$ cat config.mk
export PLATFORM = sky130hd
export DESIGN_NAME = banded_counter
export DESIGN_NICKNAME = d
export VERILOG_FILES = /design/src/rtl/banded_counter.sv
export SDC_FILE = /design/constraint.sdc
export NUM_CORES = 1
export LEC_CHECK = 0
export CAP_MARGIN = 20
export CELL_PAD_IN_SITES_DETAIL_PLACEMENT = 0
export CELL_PAD_IN_SITES_GLOBAL_PLACEMENT = 2
export CORE_UTILIZATION = 30
export DETAILED_ROUTE_END_ITERATION = 10
export DONT_BUFFER_PORTS = 1
export GPL_TIMING_DRIVEN = 0
export PLACE_DENSITY_LB_ADDON = 0.1
export SLEW_MARGIN = 20
export SYNTH_ARGS = -nofsm -noshare
export SYNTH_HDL_FRONTEND = slang
export SYNTH_SLANG_ARGS = --single-unit
$ cat constraint.sdc
create_clock -name clk -period 1.69 [get_ports clk]
set_clock_uncertainty 0.15 [all_clocks]
set_input_delay 0.507 -clock clk [delete_from_list [all_inputs] [get_ports clk]]
set_output_delay 0.507 -clock clk [all_outputs]
set_load 0.02 [all_outputs]
$ cat src/rtl/banded_counter.sv
// Up/down counter with load, wrap or saturate at the limits, and a registered
// classifier that maps the count onto equal-sized numbered bands 1..NUM_BANDS.
module banded_counter #(
  parameter int CNT_W     = 4,
  parameter int BAND_W    = 4,
  parameter int FIRST     = 1,
  parameter int BAND_SIZE = 3,
  parameter int NUM_BANDS = 3,
  parameter bit SAT       = 1'b0,
  parameter bit HOLD      = 1'b1
) (
  input  logic              clk,
  input  logic              reset,
  input  logic              en,
  input  logic              dir,
  input  logic              load,
  input  logic [CNT_W-1:0]  load_val,
  output logic [CNT_W-1:0]  count,
  output logic [BAND_W-1:0] band,
  output logic              band_valid,
  output logic              band_chg,
  output logic              tc
);

  localparam longint LAST     = longint'(FIRST) + longint'(NUM_BANDS) * longint'(BAND_SIZE) - 1;
  localparam longint CNT_MAX  = (longint'(1) << CNT_W) - 1;
  localparam longint BAND_MAX = (longint'(1) << BAND_W) - 1;

  if (NUM_BANDS < 1 || BAND_SIZE < 1) begin : g_err_geometry
    $error("banded_counter: NUM_BANDS and BAND_SIZE must be at least 1");
  end
  if (longint'(NUM_BANDS) > BAND_MAX) begin : g_err_band_w
    $error("banded_counter: NUM_BANDS does not fit in BAND_W bits");
  end
  if (LAST > CNT_MAX) begin : g_err_range
    $error("banded_counter: top band extends past the counter range");
  end

  logic              at_max;
  logic              at_min;
  logic [63:0]       cnt_ext;
  logic              in_range;
  logic [BAND_W-1:0] band_idx;
  logic [BAND_W-1:0] band_nxt;
  logic              valid_nxt;

  assign at_max  = (count == '1);
  assign at_min  = (count == '0);
  assign tc      = dir ? at_max : at_min;
  assign cnt_ext = 64'(count);

  // NOTE: sequential state uses non-blocking assignments so every register
  // samples pre-edge values, independent of block ordering.
  always_ff @(posedge clk or negedge reset) begin
    if (!reset) begin
      count <= '0;
    end else if (load) begin
      count <= load_val;
    end else if (en) begin
      if (dir) begin
        if (!(SAT && at_max)) count <= count + CNT_W'(1);
      end else begin
        if (!(SAT && at_min)) count <= count - CNT_W'(1);
      end
    end
  end

  assign in_range = (cnt_ext >= 64'(FIRST)) && (cnt_ext <= 64'(LAST));

  // Each stage passes its own band number on once the count reaches its lower
  // bound, so the last stage holds the highest band whose bound is met.
  for (genvar i = 0; i < NUM_BANDS; i++) begin : g_chain
    logic [BAND_W-1:0] idx;
    if (i == 0) begin : g_first
      assign idx = BAND_W'(1);
    end else begin : g_next
      assign idx = (cnt_ext >= 64'(FIRST + i * BAND_SIZE)) ? BAND_W'(i + 1) : g_chain[i-1].idx;
    end
  end
  assign band_idx = g_chain[NUM_BANDS-1].idx;

  // NOTE: every always_comb output gets a default first so no path infers a latch.
  always_comb begin
    band_nxt  = HOLD ? band : '0;
    valid_nxt = 1'b0;
    if (in_range) begin
      band_nxt  = band_idx;
      valid_nxt = 1'b1;
    end
  end

  always_ff @(posedge clk or negedge reset) begin
    if (!reset) begin
      band       <= '0;
      band_valid <= 1'b0;
      band_chg   <= 1'b0;
    end else begin
      band       <= band_nxt;
      band_valid <= valid_nxt;
      band_chg   <= (band_nxt != band);
    end
  end

endmodule
After elaboration in Yosys (flattened, before gate mapping). Index checks and enable logic that the tools add are counted.

Flip-flop bits (word level): 10. Bits of input ports: 9. Output and inout bits: 11. Logic and storage cells: 23.

Add/sub/neg operators: 2. $lt $le $gt $ge: 4. Eq/ne operators: 2. Muxes and demuxes: 8. Reductions and logical operators: 3.

Operators by type and width (number): 2-to-1 mux 4 bit (4); greater-or-equal comparator 4 x 3 -> 1 bit (second input constant) (2); adder 4 x 1 -> 4 bit (second input constant) (1); == test 4 bit (second input constant) (1); greater-or-equal comparator 4 x 1 -> 1 bit (second input constant) (1); <= comparator 4 bit (second input constant) (1); logical NOT 4 bit (1); 2-to-1 mux 2 bit (2); != test 4 bit (1); subtractor 4 x 1 -> 4 bit (second input constant) (1); 2-to-1 mux 1 bit (2); nonzero test 2 bit (1); logical AND 1 bit (1).

Logic depth before layout (Yosys ltp).
Word-level depth: 5. Gate-level depth with buffers: 5. Mapped depth without buffers: 5.

Worst setup path after synthesis. No wires, ideal clock.

Path kind: flip-flop to output port. From: reg count[3]. To: out tc. Data arrival time: 1438 ps. Data required time: 1033 ps. Slack: -405 ps. Cell stages (with the launch flop): 4. Buffers on the path: 1. Cells stage by stage: dfrtp_1 -> clkbuf_1 -> nand2_1 -> o21ai_0.

Cells in the longest elaborated chain, start to end: 2. Elaborated cells between the ends (all ways): 3. Classes of those cells: eq/ne: 1; mux: 1; reduce/logical: 1.

Ends and longest elaborated chain: start: declaration (RTL line 18) `output logic [CNT_W-1:0] count,`; start signal: assignment (RTL line 58) `count <= load_val;`; start signal: assignment (RTL line 61) `if (!(SAT && at_max)) count <= count + CNT_W'(1);`; start signal: assignment (RTL line 63) `if (!(SAT && at_min)) count <= count - CNT_W'(1);`; == test 4 bit or logical NOT 4 bit (tied branches) (RTL line 47, 48); 2-to-1 mux 1 bit * (RTL line 49) `assign tc = dir ? at_max : at_min;`; end: declaration (RTL line 22) `output logic tc`.

Every way passes the cells marked *; elsewhere a longest branch is shown, timed or not.

Worst setup path after layout.
From: reg count[0]. To: out tc.

The elaborated chain is that of the path after synthesis.

==> results by group <==
Outcome
  • Run status: complete, but fails checks
  • Violations in the final reports: negative setup slack

STA
  • Setup violation total in the final timing report: 8
  • Fraction of the cycle the final worst path needs: 114%
  • Fmax: 0.520 GHz
  • Count of pins over their slew limit: 0
  • Final setup slack of the worst path: -0.231 ns
  • Worst Max-Slew Pin Slew: 0.482 ns
  • Tightest slew margin relative to the limit: 67.7%
  • Endpoints failing hold: 0
  • Setup tns final: -1.06 ns
  • Final critical delay including setup and external delays: 1.92 ns
  • Setup repair after global routing missed its margin: yes

Placement
  • Post-Place Setup Slack: -0.221 ns
  • Gp weighted congestion: 0.643
  • Count of placed standard cells including taps: 95
  • Detail Placement HPWL: 1060 µm
  • Area after DPL: 691 µm²
  • Total of buffers placed on input and output ports: 0

Detailed routing
  • Detail Route Antenna Nets: 0
  • Amount of wire on met2 after detailed routing: 784 µm
  • Vias per cell: 4.95
  • Routed length per instance: 14.2 µm
  • Top Layer Used: met4
  • Total detailed-routing wirelength: 1520 µm
  • Detailed-route DRC error count: 0
  • Routed met1 length: 635 µm
  • Routed length on met3: 74 µm
  • Initial DRT Pass Iterations: 4
  • First DRT Iteration DRCs: 7
  • Number of vias in the routed layout: 530

Yosys
  • Total of warnings raised by yosys: 0
  • Avg Synthesized Cell Area: 9.53 µm²
  • Share of synthesized area occupied by flip-flops and latches: 38.6%
  • Synth Net Count: 81
  • Cell Area, Synth: 648 µm²
  • FF+latch count, synth: 10
  • Yosys cell types: 33
  • Number of instances in the synthesized netlist: 68

Clock tree
  • Clock root cell: clkbuf_4
  • H-tree levels: 1
  • Cts bufs inserted: 3
  • Worst-skew pair later-pin latency: 0.27 ns
  • Sinks on the clock net: 10
  • Clock tree from TritonCTS: done
  • Clock Tree Buf Depth: 2
  • Clock-pin slew of the registers on the worst-case setup and hold paths: 0.07 ns

Global routing
  • Total global routing overflow: 0
  • Initial antenna violation count: 0
  • Via count of the first global-routing pass: 553
  • GRT Overall Usage: 13.8%
  • Largest net degree at the start of global routing: 11
  • Wire length of the first global-routing pass: 2440 µm

Critical path
  • Critical path capture point type: primary output
  • Worst-path fanout max: 7
  • CP startpoint kind: flip-flop
  • Data required, critical path: 1.03 ns
  • First element of the critical path: count[0]$_DFFE_PN0P_
  • Start of the worst register-to-register path: count[1]$_DFFE_PN0P_
  • Critical path type: reg -> out
  • CP arrival: 1.26 ns

Cells and area
  • Synthesis-to-finish area growth: 40.2%
  • Nets: 94
  • Layout cells sized above 1: 42.5%
  • Non-Filler Cell Area, Final: 908 µm²
  • Finished Layout Cells: 107
  • Antenna Cells: 0
  • Final core utilization: 45.4%

Die
  • Initial cell density of the core: 32.4%
  • Area of the die: 2350 µm²
  • Width of the chip: 48.5 µm
  • Number of primary I/O pins: 20
  • Die extent in y: 48.5 µm
  • Number of rows in the core area: 16
  • Core area: 2000 µm²

Run
  • Max-cap viol count: 0

Hold path
  • Min-Delay Startpoint: load_val[0]
  • Class of the worst hold path: in -> reg

Power and ir drop
  • Lkg Pwr: 0.374 nW
  • VDD IR max: 0.000468 V
  • Power per Cell Area: 1060 nW/µm²
==> flip-flops by register name, summed over array words and instances, names as in the netlist <==
name        flops
band_valid      1
band            4
count           4
band_chg        1
==> synthesized netlist by cell type, drive strengths merged <==
cell type / instances / area (µm²)
nor3: 1 / 5.00
a211oi: 1 / 7.51
nand2: 6 / 22.5
nand2b: 1 / 6.26
or4: 1 / 11.3
o21ai: 3 / 15.0
nor2: 3 / 11.3
dfrtp: 10 / 250
a22oi: 1 / 7.51
nor3b: 2 / 20.0
a2111oi: 1 / 15.0
a21boi: 2 / 15.0
o221ai: 1 / 8.76
nand3: 2 / 10.0
o311a: 1 / 10.0
clkbuf: 3 / 11.3
xnor2: 4 / 35.0
a21o: 1 / 7.51
nand4b: 1 / 8.76
and2: 1 / 6.26
mux2: 1 / 11.3
ha: 4 / 50.1
or3b: 1 / 8.76
nand3b: 2 / 15.0
nand4: 1 / 6.26
a21oi: 2 / 10.0
or2: 1 / 6.26
inv: 7 / 26.3
mux2i: 1 / 10.0
a211o: 1 / 8.76
buf: 1 / 11.3
==> power breakdown <==
| group | leakage [nW] | internal, mW | switching, mW |
|---|---|---|---|
| clock | 0.0210 | 0.131 | 0.0968 |
| combinational | 0.236 | 0.178 | 0.148 |
| sequential | 0.117 | 0.289 | 0.119 |
==> placed cells by master (no fill, tap or decap), types with 3 or more instances in the layout <==
master	netlist	final
inv_1	7	5
xnor2_1	4	3
dfrtp_2	0	4
nand2_1	6	4
ha_4	0	3
clkbuf_4	0	3
dfrtp_1	10	6
buf_4	0	6
==> worst max-delay path: stages (launching register included) <==
cell	delay (ns)
dfrtp_2	0.54
ha_4	0.19
nand2_2	0.06
o21ai_4	0.21
==> layout make-up <==
| class | instances | area, µm² |
|---|---|---|
| fillers | 217 | 1090 |
| multi-input cells | 47 | 442 |
| clock buffers | 4 | 36.3 |
| flip-flops and latches | 10 | 255 |
| well taps | 27 | 33.8 |
| inverters | 7 | 31.3 |
| plain buffers | 4 | 43.8 |
| repair buffers | 8 | 66.3 |
==> final timing paths <==
kind / end / slack (ns) / cells after the start
max: tc / -0.23 / 3
min: count[0]$_DFFE_PN0P_ / 0.22 / 2
max reg2reg: band_valid$_DFF_PN0_ / -0.18 / 6
min reg2reg: band[3]$_DFF_PN0_ / 0.51 / 1
max in group asynchronous: count[0]$_DFFE_PN0P_ / 0.56 / 1
min in group asynchronous: band_chg$_DFF_PN0_ / 0.48 / 1
==> kinds of logic after synthesis <==
| kind of cell | share of synthesized area (%) |
|---|---|
| XOR/XNOR | 5.40 |
| AO/OA/AOI/OAI | 16.2 |
| buffers and inverters | 7.53 |
| adder cells (fa/ha/maj) | 7.72 |
| flip-flops | 38.6 |
| AND/OR/NAND/NOR | 21.2 |
| multiplexers | 3.28 |
==> what timing repair did <==
item / CTS / global route
endpoints found under the setup margin: 7 / 9
pin swaps: 4 / 11
hold buffers: 1 / 0
endpoints found under the hold margin: 10 / 0
gates resized for setup: 13 / 12
buffers inserted: 5 / 2
==> stage by stage <==
step	hold slack [ns]	total power, mW
global route	0.228	1.02
detailed placement	0.0616	0.622
global placement	0.0616	0.616
CTS	0.203	0.920
finish	0.215	0.962
floorplan	0.0614	0.575
==> layer usage <==
metal	vias to the layer above	GRT usage, %
met5	-	0
met4	0	7.35
met3	4	3.14
met2	19	26.1
met1	249	13.9
li1	258	-
Power figures use the tool's default switching activity.
